===== config.mk =====
export PLATFORM = sky130hd
export DESIGN_NAME = program_sequencer_stk
export DESIGN_NICKNAME = d
export VERILOG_FILES = /design/src/rtl/program_sequencer_stk.sv
export SDC_FILE = /design/constraint.sdc
export NUM_CORES = 1
export LEC_CHECK = 0
export ABC_AREA = 0
export BUFFER_PORTS_ARGS = -buffer_cell sky130_fd_sc_hd__clkbuf_2
export CORE_MARGIN = 2
export CORE_UTILIZATION = 45
export DETAILED_ROUTE_END_ITERATION = 10
export GPL_TIMING_DRIVEN = 0
export PLACE_DENSITY_LB_ADDON = 0.25
export SLEW_MARGIN = 5
export SYNTH_ARGS = -nofsm -noshare
export SYNTH_HDL_FRONTEND = slang
export SYNTH_SLANG_ARGS = --single-unit

===== constraint.sdc =====
create_clock -name clk -period 6.16 [get_ports clk]
set_clock_uncertainty 0.05 [all_clocks]
set_input_delay 0.616 -clock clk [delete_from_list [all_inputs] [get_ports clk]]
set_output_delay 0.616 -clock clk [all_outputs]
set_load 0.005 [all_outputs]

===== src/rtl/program_sequencer_stk.sv =====
// Program sequencer with a hardware call/return stack, pipeline hold and sticky stack-error flag.
// pm_addr is the combinational next fetch address; pc registers it every cycle.
module program_sequencer_stk #(
  parameter int ADDR_W      = 8,
  parameter int JMP_W       = 4,
  parameter int STACK_DEPTH = 4,
  localparam int DEPTH_W    = $clog2(STACK_DEPTH + 1)
) (
  input  logic               clk,
  input  logic               reset_n,
  input  logic               sync_reset,
  input  logic               hold,
  input  logic               jmp,
  input  logic               jmp_nz,
  input  logic               dont_jmp,
  input  logic               call,
  input  logic               ret,
  input  logic [JMP_W-1:0]   jmp_addr,
  output logic [ADDR_W-1:0]  pm_addr,
  output logic [ADDR_W-1:0]  pc,
  output logic [ADDR_W-1:0]  from_PS,
  output logic [DEPTH_W-1:0] stack_depth,
  output logic               stack_err
);

  localparam logic [DEPTH_W-1:0] FULL = DEPTH_W'(STACK_DEPTH);

  logic [ADDR_W-1:0]  r_pc;
  logic [DEPTH_W-1:0] r_depth;
  logic               r_err;
  logic [ADDR_W-1:0]  r_stack [STACK_DEPTH];

  logic [ADDR_W-1:0]  w_pcInc;
  logic [ADDR_W-1:0]  w_target;
  logic [ADDR_W-1:0]  w_top;
  logic               w_advance;
  logic               w_push;

  assign w_pcInc   = r_pc + ADDR_W'(1);
  assign w_target  = ADDR_W'(jmp_addr) << (ADDR_W - JMP_W);
  assign w_advance = !sync_reset && !hold;
  assign w_push    = w_advance && !ret && call && (r_depth != FULL);

  // Top of stack; an empty stack makes ret behave as a plain increment.
  always_comb begin
    w_top = w_pcInc;
    for (int i = 0; i < STACK_DEPTH; i++) begin
      if (r_depth == DEPTH_W'(i + 1)) w_top = r_stack[i];
    end
  end

  always_comb begin
    if (!reset_n)                          pm_addr = '0;
    else if (sync_reset)                   pm_addr = '0;
    else if (hold)                         pm_addr = r_pc;
    else if (ret)                          pm_addr = w_top;
    else if (call || jmp || (jmp_nz && !dont_jmp)) pm_addr = w_target;
    else                                   pm_addr = w_pcInc;
  end

  // Reset value of all ones makes the first fetch after release land on address 0.
  always_ff @(posedge clk or negedge reset_n) begin
    if (!reset_n) r_pc <= '1;
    else          r_pc <= pm_addr;
  end

  // ret outranks call, so a simultaneous call neither pushes nor flags an error.
  always_ff @(posedge clk or negedge reset_n) begin
    if (!reset_n) begin
      r_depth <= '0;
      r_err   <= 1'b0;
    end else if (sync_reset) begin
      r_depth <= '0;
      r_err   <= 1'b0;
    end else if (w_advance) begin
      if (ret) begin
        if (r_depth != '0) r_depth <= r_depth - DEPTH_W'(1);
        else               r_err   <= 1'b1;
      end else if (call) begin
        if (r_depth != FULL) r_depth <= r_depth + DEPTH_W'(1);
        else                 r_err   <= 1'b1;
      end
    end
  end

  always_ff @(posedge clk) begin
    if (w_push) begin
      for (int i = 0; i < STACK_DEPTH; i++) begin
        if (r_depth == DEPTH_W'(i)) r_stack[i] <= w_pcInc;
      end
    end
  end

  assign pc          = r_pc;
  assign from_PS     = r_pc;
  assign stack_depth = r_depth;
  assign stack_err   = r_err;

endmodule


### Word level (Yosys, flattened, before mapping)

Memory sizes are Yosys's and may differ from the RTL's.
Cells that the tools add are included.

| storage, ports and cells | value |
|---|---|
| register bits after elaboration | 12 |
| RAM bits | 32 |
| input port bits | 13 |
| word-level logic and storage cells | 78 |
| memories | 1 |

| operators by class | value |
|---|---|
| add/sub/neg operators | 3 |
| equality and inequality tests | 8 |
| multiplexer cells | 42 |
| reduce and logical (&&, ||, !) cells | 21 |

Memories:

| name | words | width | read ports | clocked after memory_dff | wr ports | line | RTL |
|---|---|---|---|---|---|---|---|
| r_stack | 4 | 8 | 4 | 0 | 1 | 31 | `logic [ADDR_W-1:0] r_stack [STACK_DEPTH];` |

Operators with widths:

| cell | count |
|---|---|
| $mux W8 | 12 |
| $reduce_or A8 Y1 | 3 |
| $mux W1 | 21 |
| $mux W3 | 6 |
| $ne A3 B3 Y1 const B | 3 |
| $reduce_bool A3 Y1 | 3 |
| $add A8 B1 Y8 const B | 1 |
| $reduce_and A4 Y1 | 2 |
| $eq A3 B2 Y1 const B | 2 |
| $mux W2 | 3 |
| $logic_and A1 B1 Y1 | 5 |
| $logic_not A1 Y1 | 4 |
| $add A3 B1 Y3 const B | 1 |
| $eq A3 B1 Y1 const B | 1 |
| $eq A3 B3 Y1 const B | 1 |
| $logic_not A3 Y1 | 1 |
| $ne A3 B2 Y1 const B | 1 |
| $sub A3 B1 Y3 const B | 1 |
| $logic_or A1 B1 Y1 | 2 |
| $reduce_bool A2 Y1 | 1 |

### Depth between registers and ports, before layout

Gate-level depths: netlist of run 1.

| depth | value |
|---|---|
| depth in word-level cells | 11 |
| depth in mapped cells | 9 |
| depth with buffers taken out | 7 |

### Worst setup path after synthesis of run 1

OpenSTA, ideal clock, no wires.

| timing | value |
|---|---|
| kind | register to register |
| start | reg r_depth[0] (netlist: stack_depth[0]) |
| end | mem r_stack[0][0], enable pin |
| setup time | 385 ps |
| data arrival time | 2,135 ps |
| path slack | 3,590 ps |
| stages on the path, launching flop included | 8 |
| path buffers | 2 |
| cells stage by stage | dfrtp_1 > inv_1 > ha_1 > clkbuf_1 > nand2_1 > clkbuf_1 > nand4b_1 > nor3b_1 |

| between the ends | value |
|---|---|
| cells in the longest elaborated chain, start to end | 8 |

Ends and longest elaborated chain:

| item | line | RTL |
|---|---|---|
| start, declared | 29 | `logic [DEPTH_W-1:0] r_depth;` |
| start signal, assigned | 77 | `if (r_depth != '0) r_depth <= r_depth - DEPTH_W'(1);` |
| start signal, assigned | 80 | `if (r_depth != FULL) r_depth <= r_depth + DEPTH_W'(1);` |
| $eq A3 B1 Y1 or $ne A3 B3 Y1 (tied branches) | 89, 42 |  |
| $mux W1 or $logic_and A1 B1 Y1 (tied branches) | 89, 42 |  |
| $mux W1 | 87 | `if (w_push) begin` |
| $mux W1 (implied by the code) | 89 | `if (r_depth == DEPTH_W'(i)) r_stack[i] <= w_pcInc;` |
| $reduce_or A8 Y1 (no line) | n/a |  |
| $mux W2 (no line) or $mux W1 (tied branches) (3 in series) | n/a |  |
| end, declared | 31 |  |

Parallel ways exist; a longest one is shown, timed or not.

### Worst setup path in the final report of run 1

| timing | value |
|---|---|
| start | reg r_depth[0] (netlist: stack_depth[0]) |
| end | out pm_addr[4] |

| between the ends | value |
|---|---|
| cells in the longest elaborated chain, start to end | 9 |

Ends and longest elaborated chain:

| item | line | RTL |
|---|---|---|
| $eq A3 B1 Y1 | 48 | `if (r_depth == DEPTH_W'(i + 1)) w_top = r_stack[i];` |
| $mux W8 (3 in series) | 48 |  |
| $mux W8 (*) | 48 |  |
| $mux W8 (*) | 56 | `else if (ret) pm_addr = w_top;` |
| $mux W8 (*) | 55 | `else if (hold) pm_addr = r_pc;` |
| $mux W8 (*) | 54 | `else if (sync_reset) pm_addr = '0;` |
| $mux W8 (*) | 53 | `if (!reset_n) pm_addr = '0;` |
| end, declared | 19 | `output logic [ADDR_W-1:0] pm_addr,` |

Every way passes the cells marked *; elsewhere a longest branch is shown, timed or not.

==> results of run 1 <==
sequential cells by signal, summed over array words and instances (netlist names):
signal       count
from_PS          8
stack_depth      3
r_stack         32
stack_err        1
final timing paths:
check | start | end | slack [ps] | depth (start not counted)
max | stack_depth[0]$_DFFE_PN0P_ | pm_addr[4] | 2640 | 10
min | reset_n | stack_err$_DFFE_PN0P_ | 160 | 1
max reg2reg | stack_depth[0]$_DFFE_PN0P_ | r_stack[0][3]$_DFFE_PP_ | 2700 | 7
min reg2reg | stack_err$_DFFE_PN0P_ | stack_err$_DFFE_PN0P_ | 470 | 2
max in group asynchronous | reset_n | from_PS[7]$_DFF_PN1_ | 5610 | 1
min in group clk | stack_err$_DFFE_PN0P_ | stack_err$_DFFE_PN0P_ | 470 | 2
worst max-delay path, delay by kind of cell, from the launching register on:
kind / cells / cell delay, ps
simple gates: 3 / 470
flops: 1 / 440
buf+inv: 4 / 980
compound gates: 2 / 450
fa+ha+maj: 1 / 200
synth_stat cells, types with 3 or more instances:
library cell	number	share of area, %
buf_4	9	2.8
inv_1	11	1.7
xnor2_1	3	1.1
o21ai_1	3	0.62
dfrtp_1	4	4.1
dfstp_2	8	8.6
nor2b_1	3	0.77
a31oi_1	9	2.3
edfxtp_1	32	39
nor3_1	5	1.0
nor2_1	22	3.4
a21oi_1	10	2.1
nand2b_1	6	1.5
and3_1	4	1.0
buf_2	3	0.62
a211oi_1	3	0.92
xor2_1	3	1.1
o31ai_1	6	1.8
nand3_1	9	1.8
nand2_1	13	2.0
nand4_1	3	0.77
o21ai_0	13	2.7
a22oi_1	3	0.92
ha_1	7	3.6
clkbuf_1	5	0.77
a21o_1	3	0.92
through the flow:
step | setup WS (ps) | power, mW | cell area, µm² | hold slack (ps)
global placement | 2710 | 0.579 | 2720 | 430
finish | 2640 | 0.803 | 2830 | 156
CTS | 2720 | 0.800 | 2830 | 172
detailed placement | 2730 | 0.582 | 2720 | 445
global route | 2430 | 0.842 | 2830 | 176
floorplan | 3590 | 0.507 | 2440 | 270
kinds of logic after synthesis:
kind of cell / synth area share [%]
multiplexers: 0.411
flip-flops: 52.2
buffers and inverters: 6.93
AND/OR/NAND/NOR: 16.9
adder cells (fa/ha/maj): 3.60
XOR/XNOR: 2.16
AO/OA/AOI/OAI: 17.8
area by class of cell:
class | instances | area, µm² | area share (%)
plain buffers | 19 | 120 | 4.25
repair buffers | 39 | 195 | 6.91
clock buffers | 7 | 76.3 | 2.70
inverters | 13 | 48.8 | 1.73
clock inverters | 1 | 30.0 | 1.06
well taps | 70 | 87.6 | 3.10
multi-input cells | 159 | 996 | 35.3
flip-flops and latches | 44 | 1270 | 45.0
per-layer routing:
layer,routed length [µm],vias up
li1,-,952
met1,2870,982
met2,2880,117
met3,509,7
met4,91,0
met5,0,-
power by group:
part	leakage, nW	switching [mW]	internal, mW	total (mW)
Combinational	0.666	0.141	0.0893	0.230
Sequential	0.428	0.0165	0.335	0.352
Clock	0.0524	0.0999	0.121	0.221
==> results.md, run 1 <==
* Tightest Pin Transition at 1290 ps
* Net count after synthesis at 255
* Die X at 77.6 µm
* H-tree Lvls at 2
* DR iter-0 viols at 216
* Antenna cells at 0
* WP data arrival at 2850 ps
* Critical path class: reg -> out
* Post-synthesis cell area at 2440 µm²
* Die Y at 77.6 µm
* Largest net degree at the start of global routing at 15
* First-pass GRT wire length at 9.92 mm
* I/O Buffers at 39
* Slew Limit Fails at 0
* Max incr delay on CP at 450 ps
* CTS Buf Count at 5
* Syn Inst Count at 235
* Nets at 301
* Fraction of registers with async set or reset after synthesis at 27.3%
* Routed wire length at 6.35 mm
* CTS tree: yes
* Routability Congestion at 0.907
* CTS Root Cell: clkbuf_8
* Final non-filler cell total at 352
* Die ar. at 6020 µm²
* Post-DP HPWL at 4.45 mm
* Post-DRT Antenna Nets at 0
* Critical path data required time at 5490 ps
* TritonCTS Sinks at 44
* Met3 usage at 3.84%
* Max_cap viols at 0
* Vias in the first global route at 1881
* Fill cell count at 453
* Post-Syn Area per Cell at 10.4 µm²
* # setup viols final at 0
* Layout cells sized above 1 at 25.5%
* Leakage Power at 1.15 nW
* Cts repair resizes at 0
* Average routed wire per standard cell at 18.0 µm
* CTS max path bufs at 2
* I/O Pins at 41
* Fin crit share at 57.1%
* Max FO, Critical Path at 10
* TNS Setup at 0 ps
* Cells after DPL at 344
* Critical path endpoint category: output pin
* Outcome: completed
* Setup bufs post-CTS at 0
* Vias per cell at 5.85
* Tot GR Track Use at 21.5%
* Final min period at 3520 ps
* Commonest cells after routing, fill and taps aside: clkbuf_2 (39), edfxtp_1 (32), nor2_1 (22)
* Synthesis Warnings at 0
* FF+latch count, synth at 44
* Row count at 26
* Hold buffers post-CTS at 0
* Worst vdd ir at 0.143 mV
* GRT busiest layer: met2
* Initial core utilization at 47.1%
* Most used DFF post-synth: edfxtp_1
* Clock transition at the registers of the reported paths at 80 ps
* CP cell instances: inv_1 -> ha_1 -> clkbuf_1 -> nand2_1 -> clkbuf_1 -> nand3_1 -> nand3_1 -> a21oi_1 -> o31ai_1 -> clkbuf_2
* Max-slew headroom at 14.1%
* HP Class: in -> async
* Seq/Total Area, Yosys at 52.2%
* Met1 Use GR at 29.9%
* Grt total ovfl at 0
* Area Growth Syn to Fin at 16.0%
* DRT Pass-1 Iters at 5
* Post-synth EDFFs at 32
* Met2 GRT Util at 34.1%
* Final core utilization at 54.6%
* Final hold vios at 0
* DR DRC count at 0
* Count of cell types in the netlist at 56
* Unrepaired setup endpoints after global routing: no
* Most common cell after layout, fill and taps aside: clkbuf_2
* Initial antenna violation count at 0
* Core ar. at 5170 µm²
* Setup crit start kind: register
* Clock Latency Late Sink at 310 ps
* CP max stage cell: clkbuf_1
* Power Density at 284 nW/µm²
* Max Fclk at 0.284 GHz
* DR vias at 2058
No activity file was read; power rests on OpenSTA's default activity.
==> run 2: changes to the inputs <==
==> constraint.sdc (replaced) <==
create_clock -name clk -period 3.25 [get_ports clk]
set_clock_uncertainty 0.05 [all_clocks]
set_input_delay 0.325 -clock clk [delete_from_list [all_inputs] [get_ports clk]]
set_output_delay 0.325 -clock clk [all_outputs]
set_load 0.005 [all_outputs]
==> run 2 against run 1 <==
Clock power rose by 89%. Critical endpoint unchanged. Core utilization increased by 0.24 points. Critical path type unchanged. Final area grew 0.44%. Critical path depth fell by 2. Non-clock buffer count unchanged. Combinational power increased by 91%. Die area is the same. Worst hold slack gained 240 ps.
==> results.md, run 2 (synthesized netlist as in run 1, its figures left out) <==
* Setup bufs post-CTS at 0
* Average routed wire per standard cell at 18.0 µm
* Commonest cells after routing, fill and taps aside: clkbuf_2 (40), edfxtp_1 (32), nor2_1 (22)
* Die X at 77.6 µm
* Reg2Reg Capture Point: r_stack[3][7]$_DFFE_PP_
* CP top delay family: buffers and inverters
* Slew Limit Fails at 0
* Worst reg2reg startpoint: stack_depth[0]$_DFFE_PN0P_
* Final hold vios at 0
* Hold Path Sink: from_PS[5]$_DFF_PN1_
* CTS Root Cell: clkbuf_8
* TNS Setup at 0 ps
* Sw frac at 31.9%
* Design Power at 1.52 mW
* Worst Hold Path Cells at 4
* Max-slew headroom at 38.9%
* I/O Buffers at 39
* Biggest register: r_stack
* DRT Pass-1 Iters at 5
* Max_cap viols at 0
* R2R setup slack at 420 ps
* Routability Congestion at 0.907
* Sequential power share at 43.7%
* CP cell instances: clkbuf_1 -> inv_2 -> ha_1 -> buf_2 -> a211oi_1 -> a21oi_1 -> o31ai_1 -> clkbuf_2
* Tightest Pin Transition at 914 ps
* Comb pwr share at 28.8%
* Critical path class: reg -> out
* Internal at 1.04 mW
* Routed wire length at 6.35 mm
* Outcome: completed
* Fin worst setup slack at 246 ps
* Worst hold slack at 401 ps
* Clock transition at the registers of the reported paths at 90 ps
* Most common cell after layout, fill and taps aside: clkbuf_2
* Final non-filler cell total at 352
* P_sw at 487 µW
* Critical path endpoint category: output pin
* Final core utilization at 54.9%
* Row count at 26
* First-pass GRT wire length at 9.98 mm
* Place WS at -179 ps
* DR vias at 2033
* CTS tree: yes
* I/O Pins at 41
* WP data arrival at 2630 ps
* TritonCTS Sinks at 44
* Initial core utilization at 47.1%
* Max FO, Critical Path at 10
* Max incr delay on CP at 450 ps
* Clock Latency Late Sink at 300 ps
* Area Growth Syn to Fin at 16.5%
* Cells after DPL at 344
* Nets at 301
* Largest net degree at the start of global routing at 15
* Worst vdd ir at 0.270 mV
* # setup viols final at 0
* CTS max path bufs at 2
* Initial antenna violation count at 0
* CTS Buf Count at 5
* Area after DPL at 2720 µm²
* Grt total ovfl at 0
* Power Density at 537 nW/µm²
* Final min period at 3000 ps
* Core ar. at 5170 µm²
* Max Fclk at 0.333 GHz
* Max reg flops at 32
* Die Y at 77.6 µm
* Post-DRT Antenna Nets at 0
* Antenna cells at 0
* Fill cell count at 452
* Unrepaired setup endpoints after global routing: no
* Layout cells sized above 1 at 26.2%
* Vias per cell at 5.78
* Post-DP HPWL at 4.45 mm
* Leakage Power at 1.15 nW
* Power share of the clock group at 27.4%
* CP max stage cell: dfrtp_1
* Cells on worst reg2reg path at 6
* Vias in the first global route at 1883
* DR iter-0 viols at 254
* Setup crit start kind: register
* Final Cell Area at 2840 µm²
* Fin crit share at 92.4%
* Worst path bufs/invs at 4
* Hold Crit Start: jmp_addr[1]
* HP Class: in -> reg
* Setup crit start: stack_depth[2]$_DFFE_PN0P_
* DR DRC count at 0
* Die ar. at 6020 µm²
* Tot GR Track Use at 21.6%
* H-tree Lvls at 2
* Critical path data required time at 2870 ps
## run 2: layout make-up
| cell class | instances | area (µm²) | share of cell area [%] |
|---|---|---|---|
| Buffer | 18 | 118 | 4.14 |
| Clock inverter | 1 | 30.0 | 1.06 |
| Inverter | 13 | 48.8 | 1.72 |
| Clock buffer | 7 | 76.3 | 2.69 |
| Timing Repair Buffer | 40 | 205 | 7.23 |
| Sequential cell | 44 | 1270 | 44.8 |
| Tap cell | 70 | 87.6 | 3.09 |
| Multi-Input combinational cell | 159 | 1000 | 35.3 |
## run 2: worst register-to-register path, stage by stage, from the launching register on
cell and delay, ps:
dfrtp_1 440, inv_1 110, ha_1 350, nand2_1 210
clkbuf_2 280, nand4b_1 250, nor2_1 760
## run 2: what timing repair did
action | 4_1_cts | 5_1_grt
hold buffers | 1 | 0
pin swaps | 0 | 0
endpoints found under the setup margin | 8 | 37
gates resized for setup | 1 | 2
hold endpoints to repair | 4 | 0
## run 2: how the worst max path moves through the flow
stage / to / slack (ps) / cells past startpoint
6_report: pm_addr[4] / 250 / 8
5_1_grt: pm_addr[6] / 70 / 9
4_1_cts: pm_addr[3] / 100 / 10
3_5_place_dp: r_stack[0][0]$_DFFE_PP_ / -180 / 7
3_3_place_gp: r_stack[0][0]$_DFFE_PP_ / -200 / 7
2_1_floorplan: r_stack[0][0]$_DFFE_PP_ / 680 / 7
## run 2: routing by layer
metal  vias to the layer above  global-route usage [%]  share of wire (%)
met3                         7                    3.84                7.5
met5                         -                       0                  0
li1                        956                       -                  -
met1                       959                    30.2                 46
met2                       111                    34.4                 45
met4                         0                    6.79                1.4
## run 2: power groups by stage
stage          clock [mW]  sequential, mW  combinational (mW)
2_1_floorplan           0           0.671               0.290
3_3_place_gp            0           0.678               0.420
3_5_place_dp            0           0.678               0.424
4_1_cts             0.423           0.666               0.429
5_1_grt             0.447           0.671               0.480
6_report            0.418           0.667               0.440
